[config.mk]
export PLATFORM = sky130hd
export DESIGN_NAME = alu_issue_arbiter
export DESIGN_NICKNAME = d
export VERILOG_FILES = /design/src/rtl/alu_issue_arbiter.sv
export SDC_FILE = /design/constraint.sdc
export NUM_CORES = 1
export LEC_CHECK = 0
export ABC_AREA = 1
export BUFFER_PORTS_ARGS = -buffer_cell sky130_fd_sc_hd__buf_4
export CAP_MARGIN = 20
export CORE_UTILIZATION = 51
export CTS_BUF_LIST = sky130_fd_sc_hd__clkbuf_4 sky130_fd_sc_hd__clkbuf_8 sky130_fd_sc_hd__clkbuf_16
export CTS_CLUSTER_SIZE = 8
export DETAILED_ROUTE_END_ITERATION = 7
export PLACE_DENSITY = 0.84
export SETUP_SLACK_MARGIN = 0.1
export SKIP_CTS_REPAIR_TIMING = 1
export SLEW_MARGIN = 25
export SYNTH_ARGS = -nofsm -noshare
export SYNTH_HDL_FRONTEND = slang
export SYNTH_SLANG_ARGS = --single-unit
[constraint.sdc]
create_clock -name clk -period 2.1 [get_ports clk]
set_input_delay 0.21 -clock clk [delete_from_list [all_inputs] [get_ports clk]]
set_output_delay 0.21 -clock clk [all_outputs]
set_load 0.005 [all_outputs]
[src/rtl/alu_issue_arbiter.sv]
// Round-robin issue arbiter from reservation-station entries to a single ALU port.
// Tracks in-flight operations, frees completed entries, and drains outstanding work on flush.
module alu_issue_arbiter #(
    parameter int SIZE         = 8,
    parameter int MAX_INFLIGHT = 2,
    localparam int IDXW        = $clog2(SIZE),
    localparam int CNTW        = $clog2(MAX_INFLIGHT + 1)
) (
    input  logic            clk,
    input  logic            rst,
    input  logic            flush,
    input  logic [SIZE-1:0] rs_ready,
    output logic            alu_valid,
    output logic [IDXW-1:0] alu_idx,
    input  logic            alu_ack,
    input  logic            alu_done,
    input  logic [IDXW-1:0] alu_done_idx,
    output logic [SIZE-1:0] issued,
    output logic [SIZE-1:0] rs_clear,
    output logic [CNTW-1:0] inflight_cnt,
    output logic            busy,
    output logic            err
);

    typedef enum logic [1:0] {IDLE, REQ, DRAIN} state_t;

    state_t          state_q, state_d;
    logic            valid_q, valid_d;
    logic [IDXW-1:0] idx_q, idx_d;
    logic [SIZE-1:0] clear_q, clear_d;
    logic [SIZE-1:0] mask_q, mask_d;
    logic [CNTW-1:0] cnt_q, cnt_d;
    logic [IDXW-1:0] rr_q, rr_d;
    logic            err_q, err_d;

    logic            hs;
    logic            done_ok;
    logic            done_bad;
    logic [SIZE-1:0] cand;
    logic            pick_found;
    logic [IDXW-1:0] pick_idx;
    logic            can_issue;
    logic [IDXW-1:0] rr_next;

    function automatic logic [SIZE-1:0] onehot(input logic [IDXW-1:0] i);
        return SIZE'(1) << i;
    endfunction

    // Returns {found, index} of the first set bit at or after ptr, wrapping.
    function automatic logic [IDXW:0] rr_pick(input logic [SIZE-1:0] c,
                                              input logic [IDXW-1:0] ptr);
        logic            found;
        logic [IDXW-1:0] sel;
        logic [IDXW-1:0] j;
        found = 1'b0;
        sel   = '0;
        for (int i = 0; i < SIZE; i++) begin
            j = IDXW'((int'(ptr) + i) % SIZE);
            if (!found && c[j]) begin
                found = 1'b1;
                sel   = j;
            end
        end
        return {found, sel};
    endfunction

    always_comb begin
        hs       = (state_q == REQ) && valid_q && alu_ack && !flush;
        done_ok  = alu_done && mask_q[alu_done_idx];
        done_bad = alu_done && !mask_q[alu_done_idx];

        mask_d = mask_q;
        if (hs)
            mask_d = mask_d | onehot(idx_q);
        if (done_ok)
            mask_d = mask_d & ~onehot(alu_done_idx);

        cnt_d = cnt_q;
        if (hs && !done_ok)
            cnt_d = cnt_q + CNTW'(1);
        else if (!hs && done_ok)
            cnt_d = cnt_q - CNTW'(1);

        // An entry freed last cycle stays ineligible until the RS has seen its rs_clear pulse.
        cand                   = rs_ready & ~mask_q & ~clear_q;
        {pick_found, pick_idx} = rr_pick(cand, rr_q);
        can_issue              = pick_found && (cnt_q < CNTW'(MAX_INFLIGHT));
        rr_next                = (idx_q == IDXW'(SIZE - 1)) ? '0 : idx_q + IDXW'(1);

        state_d = state_q;
        valid_d = valid_q;
        idx_d   = idx_q;
        rr_d    = rr_q;
        clear_d = '0;
        err_d   = err_q | done_bad;

        if (flush) begin
            valid_d = 1'b0;
            rr_d    = '0;
            state_d = (cnt_d != '0) ? DRAIN : IDLE;
        end else begin
            case (state_q)
                IDLE: begin
                    if (done_ok)
                        clear_d = onehot(alu_done_idx);
                    if (can_issue) begin
                        state_d = REQ;
                        valid_d = 1'b1;
                        idx_d   = pick_idx;
                    end
                end
                REQ: begin
                    if (done_ok)
                        clear_d = onehot(alu_done_idx);
                    if (hs) begin
                        state_d = IDLE;
                        valid_d = 1'b0;
                        rr_d    = rr_next;
                    end
                end
                DRAIN: begin
                    if (cnt_d == '0)
                        state_d = IDLE;
                end
                default: state_d = IDLE;
            endcase
        end
    end

    always_ff @(posedge clk or negedge rst) begin
        if (!rst) begin
            state_q <= IDLE;
            valid_q <= 1'b0;
            idx_q   <= '0;
            clear_q <= '0;
            mask_q  <= '0;
            cnt_q   <= '0;
            rr_q    <= '0;
            err_q   <= 1'b0;
        end else begin
            state_q <= state_d;
            valid_q <= valid_d;
            idx_q   <= idx_d;
            clear_q <= clear_d;
            mask_q  <= mask_d;
            cnt_q   <= cnt_d;
            rr_q    <= rr_d;
            err_q   <= err_d;
        end
    end

    assign issued       = hs ? onehot(idx_q) : '0;
    assign alu_valid    = valid_q;
    assign alu_idx      = idx_q;
    assign rs_clear     = clear_q;
    assign inflight_cnt = cnt_q;
    assign busy         = (state_q != IDLE) || (cnt_q != '0);
    assign err          = err_q;

endmodule

# Word level (Yosys, flattened, before mapping)
# Index checks and enable logic that the tools add are counted.
# op_classes
n_reduce_logical,40
mux,56
add_sub_neg,10
mul,0
n_bitwise,9
n_eq_ne,6
order_cmp,10
shifts,2
div_mod_pow,0
# ops
op,count
2-to-1 mux 8 bit,6
"< comparator 3 x 4 -> 1 bit, second input constant",9
2-to-1 mux 3 bit,12
binary-select mux 1 bit (select 3 bit),9
bitwise AND 8 bit,3
NOT 8 bit,3
2-to-1 mux 1 bit,20
"<< shifter 1 x 3 -> 8 bit, first input constant",2
logical AND 1 bit,15
2-to-1 mux 2 bit,7
"adder 3 bit, second input constant",4
zero test 1 bit,11
nonzero test 2 bit,5
"inequality test 3 bit, second input constant",3
AND reduction 3 bit,3
OR 8 bit,1
"adder 3 x 1 -> 3 bit, second input constant",2
"adder 3 x 2 -> 3 bit, second input constant",2
case mux 2 bit (3 select lines),1
zero test 2 bit,2
"== test 3 bit, second input constant",1
nonzero test 3 bit,1
"adder 2 x 1 -> 2 bit, second input constant",1
"== test 2 x 1 -> 1 bit, second input constant",1
other kinds (9),9
# word_totals
n_memories,0
ff_bits,28
in_bits,16
latch_bits,0
rom_bits,0
ram_bits,0

# Logic depth before layout (Yosys ltp)
# Gate-level depths: netlist of run 1.
# logic_depth
ltp_word,31
mapped_depth,20
depth_no_buf,19

# Least setup slack after synthesis of run 1
# OpenSTA, ideal clock, no wires.
# synth_path
path_kind,register to register
startpoint,register rr_q[0]
endpoint,register idx_q[2] (netlist: alu_idx[2])
arrival_time_ns,2.046
period_less_slack_ns,2.166
stages_incl_launch_ff,16
setup_slack_ns,-0.066
t_required_ns,1.980
cell_sequence,dfrtp_1 -> inv_2 -> buf_6 -> ha_1 -> buf_2 -> inv_2 -> nand3_1 -> nand3_1 -> nand2_2 -> nand4_4 -> nor2_4 -> nand4_2 -> nand3_2 -> inv_2 -> nand2_1 -> o21ai_2
# synth_between
elab_chain_cells,26
elab_cells_between_ends,55
cone_classes,add/sub (7); mux (32); reduce/logical (16)
# synth_lines
element,line_no,source
start: declaration,33,"logic [IDXW-1:0] rr_q, rr_d;"
start signal: assignment,147,rr_q <= rr_d;
branches (longest 26 deep; another with adder 3 x 1 -> 3 bit),n/a,
end signal: assignment,143,idx_q <= idx_d;
end: declaration,29,"logic [IDXW-1:0] idx_q, idx_d;"
# Parallel ways; which one is timed is not known. The select of a mux whose other input is x is not followed.
# A chain may end at the register's enable or synchronous reset.

# Worst setup path after layout of run 1
# Same ends and word-level chain as after synthesis.

==> impl_metrics.json, run 1 <==
{
  "grt_first_pass_wirelength_mm": 9.56,
  "worstHoldPathType": "input pin to flip-flop",
  "initial_core_util_pct": 55.0,
  "route.vias.total": 2329,
  "grt_pass1_vias": 2276,
  "critPathKind": "flip-flop to flip-flop",
  "worst_ep_required_time_ns": 2.27,
  "place_ws_ns": 0.0469,
  "syn_to_final_growth_pct": 25.1,
  "synth.net_count": 362,
  "drc": 0,
  "nFillCells": 349,
  "rows": 23,
  "wl_mm": 5.92,
  "status": "finished, final reports clean",
  "cts_tree": "yes",
  "synthArstFlopShare_pct": 100,
  "avgSynthCellArea_um2": 6.76,
  "synth_edf_count": 0,
  "ir_drop_mv": 0.674,
  "total_power_mw": 2.20,
  "drt_iter0_drc": 117,
  "antenna_found_initial": 0,
  "wl_per_cell_um": 13.6,
  "postRouteAntennaNets": 0,
  "whs_ns": 0.163,
  "synth_top_area_cell": "dfrtp_1",
  "critPathMaxFanout": 9,
  "crit_path_frequent_cell": "nand3_2",
  "crit_slowest_cell": "dfrtp_2",
  "crit_buf_inv": 3,
  "cellPowerDensity_nw_per_um2": 773,
  "drive_gt1_share_pct": 27.8,
  "synth.area.top_cells": "dfrtp_1, nand2_1, nand3_1",
  "antenna_cells": 0,
  "synth_most_common_cell": "nand2_1",
  "root_buffer": "clkbuf_8",
  "synth.top_cell.area_share_pct": 30.7,
  "overflow": 0,
  "cpPeakStageDelay_ns": 0.42,
  "grt_setup_unrepaired": "yes",
  "io_pins": 40,
  "die_y_um": 68.9,
  "yosysSeqAreaShare_pct": 30.7,
  "gp_congestion": 0.888,
  "setup_ws_ns": 0.0757,
  "port_buffers": 39,
  "clk_pin_slew_ns": 0.09,
  "drv_cap": 0,
  "rrSetupSlack_ns": 0.08,
  "worst_ep_arrival_time_ns": 2.19,
  "insertion_delay_ns": 0.27,
  "ys.flop_type": "dfrtp_1",
  "crit_path_start_kind": "flip-flop",
  "grt_use_total_pct": 27.5,
  "finClkSkew_ns": 0.00237,
  "final_nets": 411,
  "htree_levels": 1,
  "worstPathCellList": "inv_4, ha_4, inv_8, nand3_2, nand3_2, nand2_2, nand4_4, nor2_4, nand4_2, nand3_2, inv_2, nand2_1, o21ai_2",
  "syn_inst": 337,
  "synth.distinct_cells": 34,
  "drv_slew": 0,
  "hold_viol_final": 0,
  "critPathCaptureType": "flip-flop",
  "slew_headroom_pct": 70.3,
  "p_leak_nw": 1.53,
  "max_freq_mhz": 494,
  "tightest_slew_ns": 0.446,
  "coreArea_um2": 4140,
  "ys_ff_latch": 28,
  "place_hpwl_mm": 4.75,
  "yosys_warnings": 0,
  "fin_util_pct": 68.8,
  "synthTopCellsByCount": "nand2_1, inv_1, nand3_1",
  "cts.sinks": 28,
  "first_pass_iters": 4,
  "dieArea_um2": 4740,
  "place_area_um2": 2710,
  "critical-path-top-delay-family": "simple AND/OR/NAND/NOR gates",
  "design_area_um2": 2850,
  "layout_min_cycle_time_ns": 2.02,
  "fin_crit_sh_pct": 96.4,
  "grt_max_degree": 29,
  "cts-buffers-inserted": 3,
  "viasPerCell": 5.35,
  "die_w_um": 68.9,
  "synth_area_um2": 2280,
  "final-setup-viol-count": 0,
  "ctsLongestPathBuffers": 2
}
## power breakdown
group          total, mW  leakage (nW)  internal (mW)  switching (mW)
registers          0.759         0.372          0.638           0.121
logic               1.03          1.13          0.410           0.618
clock network      0.416        0.0357          0.255           0.161
## registers in the layout (all words and copies together) (netlist names)
name          flops
mask_q            8
rs_clear          8
alu_idx           3
rr_q              3
inflight_cnt      2
state_q           2
alu_valid         1
err               1
## cells by family after synthesis
kind of cell	synth area share, %
XOR/XNOR	2.14
AND/OR/NAND/NOR	43.0
buffers and inverters	12.1
adder cells (fa/ha/maj)	4.94
flip-flops	30.7
AO/OA/AOI/OAI	7.13
## path summary, 6_finish.rpt
path | from | to | cells past startpoint
max in group asynchronous | rst | rr_q[1] | 2
hold / removal | alu_done | err | 2
hold reg to reg | err | err | 1
min in group asynchronous | rst | rs_clear[2] | 2
setup / recovery | rr_q[0] | alu_idx[2] | 13
setup reg to reg | rr_q[0] | alu_idx[2] | 13
## final cells by class
type                       count  area (um2)  area share [%]
inverter                      60         238            8.34
tap                           50        62.6            2.19
sequential                    28         703            24.7
clock buffer                   3        41.3            1.45
clock inverter                 1        30.0            1.05
multi-input combinational    243        1400            48.9
timing repair buffer          50         382            13.4
## cell usage in the layout (no fill, tap or decap), types with 3 or more instances in the layout
cell      count
buf_4        48
clkbuf_8      3
dfrtp_1      26
ha_1          8
inv_1        50
inv_2         6
nand2_1      86
nand2_2      16
nand2_4       3
nand3_1      42
nand3_2      10
nand3b_1      4
nor2_1       33
nor2_4        4
o21ai_0       6
o22ai_1       4
## per-stage QoR
stage	cells	setup TNS [ns]
6_report	435	0
5_1_grt	435	-0.170
4_1_cts	432	0
3_5_place_dp	428	0
3_3_place_gp	428	0
2_1_floorplan	337	0
## worst reg2reg max path: stages (launching register included)
cell and delay (ns):
dfrtp_2 0.42, inv_4 0.07, ha_4 0.35, inv_8 0.07, nand3_2 0.10, nand3_2 0.09
nand2_2 0.11, nand4_4 0.09, nor2_4 0.16, nand4_2 0.14, nand3_2 0.15, inv_2 0.07
nand2_1 0.07, o21ai_2 0.05
## routing by layer
layer | share of wire, % | GRT usage (%) | vias to the layer above
met1 | 42 | 30.6 | 1091
met2 | 51 | 49.6 | 62
met5 | 0 | 0 | -
li1 | - | - | 1160
met4 | 3.0 | 15.8 | 0
met3 | 3.9 | 3.78 | 16
(Power assumes the default switching activity.)
==> run 2, diff against run 1 <==
--- a/config.mk
+++ b/config.mk
@@ -8,11 +8,12 @@
 export ABC_AREA = 1
 export BUFFER_PORTS_ARGS = -buffer_cell sky130_fd_sc_hd__buf_4
 export CAP_MARGIN = 20
-export CORE_UTILIZATION = 51
+export CORE_MARGIN = 1
+export CORE_UTILIZATION = 55
 export CTS_BUF_LIST = sky130_fd_sc_hd__clkbuf_4 sky130_fd_sc_hd__clkbuf_8 sky130_fd_sc_hd__clkbuf_16
 export CTS_CLUSTER_SIZE = 8
 export DETAILED_ROUTE_END_ITERATION = 7
-export PLACE_DENSITY = 0.84
+export PLACE_DENSITY = 0.86
 export SETUP_SLACK_MARGIN = 0.1
 export SKIP_CTS_REPAIR_TIMING = 1
 export SLEW_MARGIN = 25
==> constraint.sdc (replaced) <==
create_clock -name clk -period 2.3 [get_ports clk]
set_input_delay 0.23 -clock clk [delete_from_list [all_inputs] [get_ports clk]]
set_output_delay 0.23 -clock clk [all_outputs]
set_load 0.005 [all_outputs]
==> impl_metrics.json, run 2 (synthesis gave the netlist of run 1 again) <==
{
  "worst_ep_required_time_ns": 2.46,
  "io_pins": 40,
  "die_w_um": 66.4,
  "wl_mm": 5.96,
  "htree_levels": 1,
  "place_hpwl_mm": 4.61,
  "first_pass_iters": 4,
  "grt_use_total_pct": 28.3,
  "ctsLongestPathBuffers": 2,
  "crit_start": "rr_q[0]",
  "final-setup-viol-count": 0,
  "initial_core_util_pct": 57.0,
  "fin_crit_sh_pct": 90.8,
  "drt_iter0_drc": 217,
  "max_freq_mhz": 479,
  "overflow": 0,
  "cellPowerDensity_nw_per_um2": 695,
  "rr_worst_depth": 15,
  "final_nets": 413,
  "worstHoldPathType": "input pin to flip-flop",
  "clk_pin_slew_ns": 0.09,
  "viasPerCell": 5.30,
  "crit_slowest_cell": "dfrtp_1",
  "wl_per_cell_um": 13.6,
  "critPathMaxFanout": 10,
  "grt_setup_unrepaired": "yes",
  "endpoint": "alu_idx[2]",
  "status": "finished, final reports clean",
  "antenna_cells": 0,
  "place_ws_ns": 0.118,
  "p_leak_nw": 1.53,
  "nFillCells": 314,
  "hold_viol_final": 0,
  "gp_congestion": 0.950,
  "coreArea_um2": 4000,
  "finClkSkew_ns": 0.00319,
  "grt_pass1_vias": 2189,
  "cp.depth": 15,
  "dieArea_um2": 4410,
  "rows": 23,
  "tightest_slew_ns": 0.350,
  "cts-buffers-inserted": 3,
  "worst_ep_arrival_time_ns": 2.25,
  "ir_drop_mv": 0.616,
  "final_common_cell": "nand2_1",
  "final_cell_mix": "nand2_1, inv_1, buf_4",
  "rr_startpoint": "rr_q[0]",
  "cts.sinks": 28,
  "port_buffers": 39,
  "drc": 0,
  "drv_cap": 0,
  "drv_slew": 0,
  "die_y_um": 66.4,
  "worstPathCellList": "inv_2, buf_12, nand2_1, nand2_2, nand2_1, nand2_1, nand2_1, nand2_4, nand4_4, nor2_4, nand4_4, nand3_4, inv_2, nand2_1, o21ai_2",
  "critical-path-top-delay-family": "simple AND/OR/NAND/NOR gates",
  "critPathKind": "flip-flop to flip-flop",
  "syn_to_final_growth_pct": 25.1,
  "slew_headroom_pct": 76.7,
  "antenna_found_initial": 0,
  "grt_max_degree": 29,
  "root_buffer": "clkbuf_8",
  "finalSetupTns_ns": 0,
  "drive_gt1_share_pct": 24.8,
  "postRouteAntennaNets": 0,
  "insertion_delay_ns": 0.27,
  "grt_first_pass_wirelength_mm": 9.43,
  "rrSetupSlack_ns": 0.21,
  "crit_buf_inv": 3,
  "crit_path_start_kind": "flip-flop",
  "setup_ws_ns": 0.212,
  "r2r_end": "alu_idx[2]",
  "total_power_mw": 1.98,
  "layout_min_cycle_time_ns": 2.09,
  "critPathCaptureType": "flip-flop",
  "route.vias.total": 2315,
  "cpPeakStageDelay_ns": 0.41,
  "whs_path_depth": 2,
  "cts_tree": "yes",
  "crit_path_frequent_cell": "nand2_1"
}
[run 2: changes by cell type in the layout (fill, tap and decap cells not counted), sizes merged]
cell,delta
buf,+2
[run 2: area by class of cell]
| cell class | instances | area (um2) | share of cell area, % |
|---|---|---|---|
| Tap cell | 50 | 62.6 | 2.19 |
| Sequential cell | 28 | 702 | 24.6 |
| Clock buffer | 3 | 41.3 | 1.45 |
| Timing Repair Buffer | 52 | 413 | 14.5 |
| Inverter | 60 | 225 | 7.89 |
| Multi-Input combinational cell | 243 | 1380 | 48.3 |
| Clock inverter | 1 | 30.0 | 1.05 |
[run 2: worst min-delay path by stage]
stage / startpoint / endpoint / slack [ns]
after floorplan: rst / alu_idx[0] / -0.07
after global placement: rst / rs_clear[2] / 0.16
after detailed placement: rst / rs_clear[2] / 0.16
after CTS: rst / rs_clear[7] / -0.14
after global routing: alu_done / err / 0.17
final: alu_done / err / 0.18
[run 2: per-stage QoR]
step	instances	instance area (um2)	hold slack (ns)	util (%)
2_1_floorplan	337	2280	-0.0656	-
3_3_place_gp	425	2620	0.160	65.6
5_1_grt	437	2850	0.167	71.3
3_5_place_dp	425	2620	0.163	65.6
6_report	437	2850	0.181	71.3
4_1_cts	429	2690	-0.136	67.3
[run 2: where the power goes]
| part | internal (mW) | switching [mW] | total (mW) |
|---|---|---|---|
| registers | 0.581 | 0.0998 | 0.680 |
| logic | 0.366 | 0.556 | 0.923 |
| clock network | 0.233 | 0.148 | 0.381 |
[run 2: metal layers]
layer | vias up | GRT usage [%] | wire length [um]
met5 | - | 0 | 0
met1 | 1059 | 34.7 | 2620
met4 | 0 | 12.2 | 158
met2 | 71 | 50.1 | 2930
li1 | 1165 | - | -
met3 | 20 | 2.59 | 250
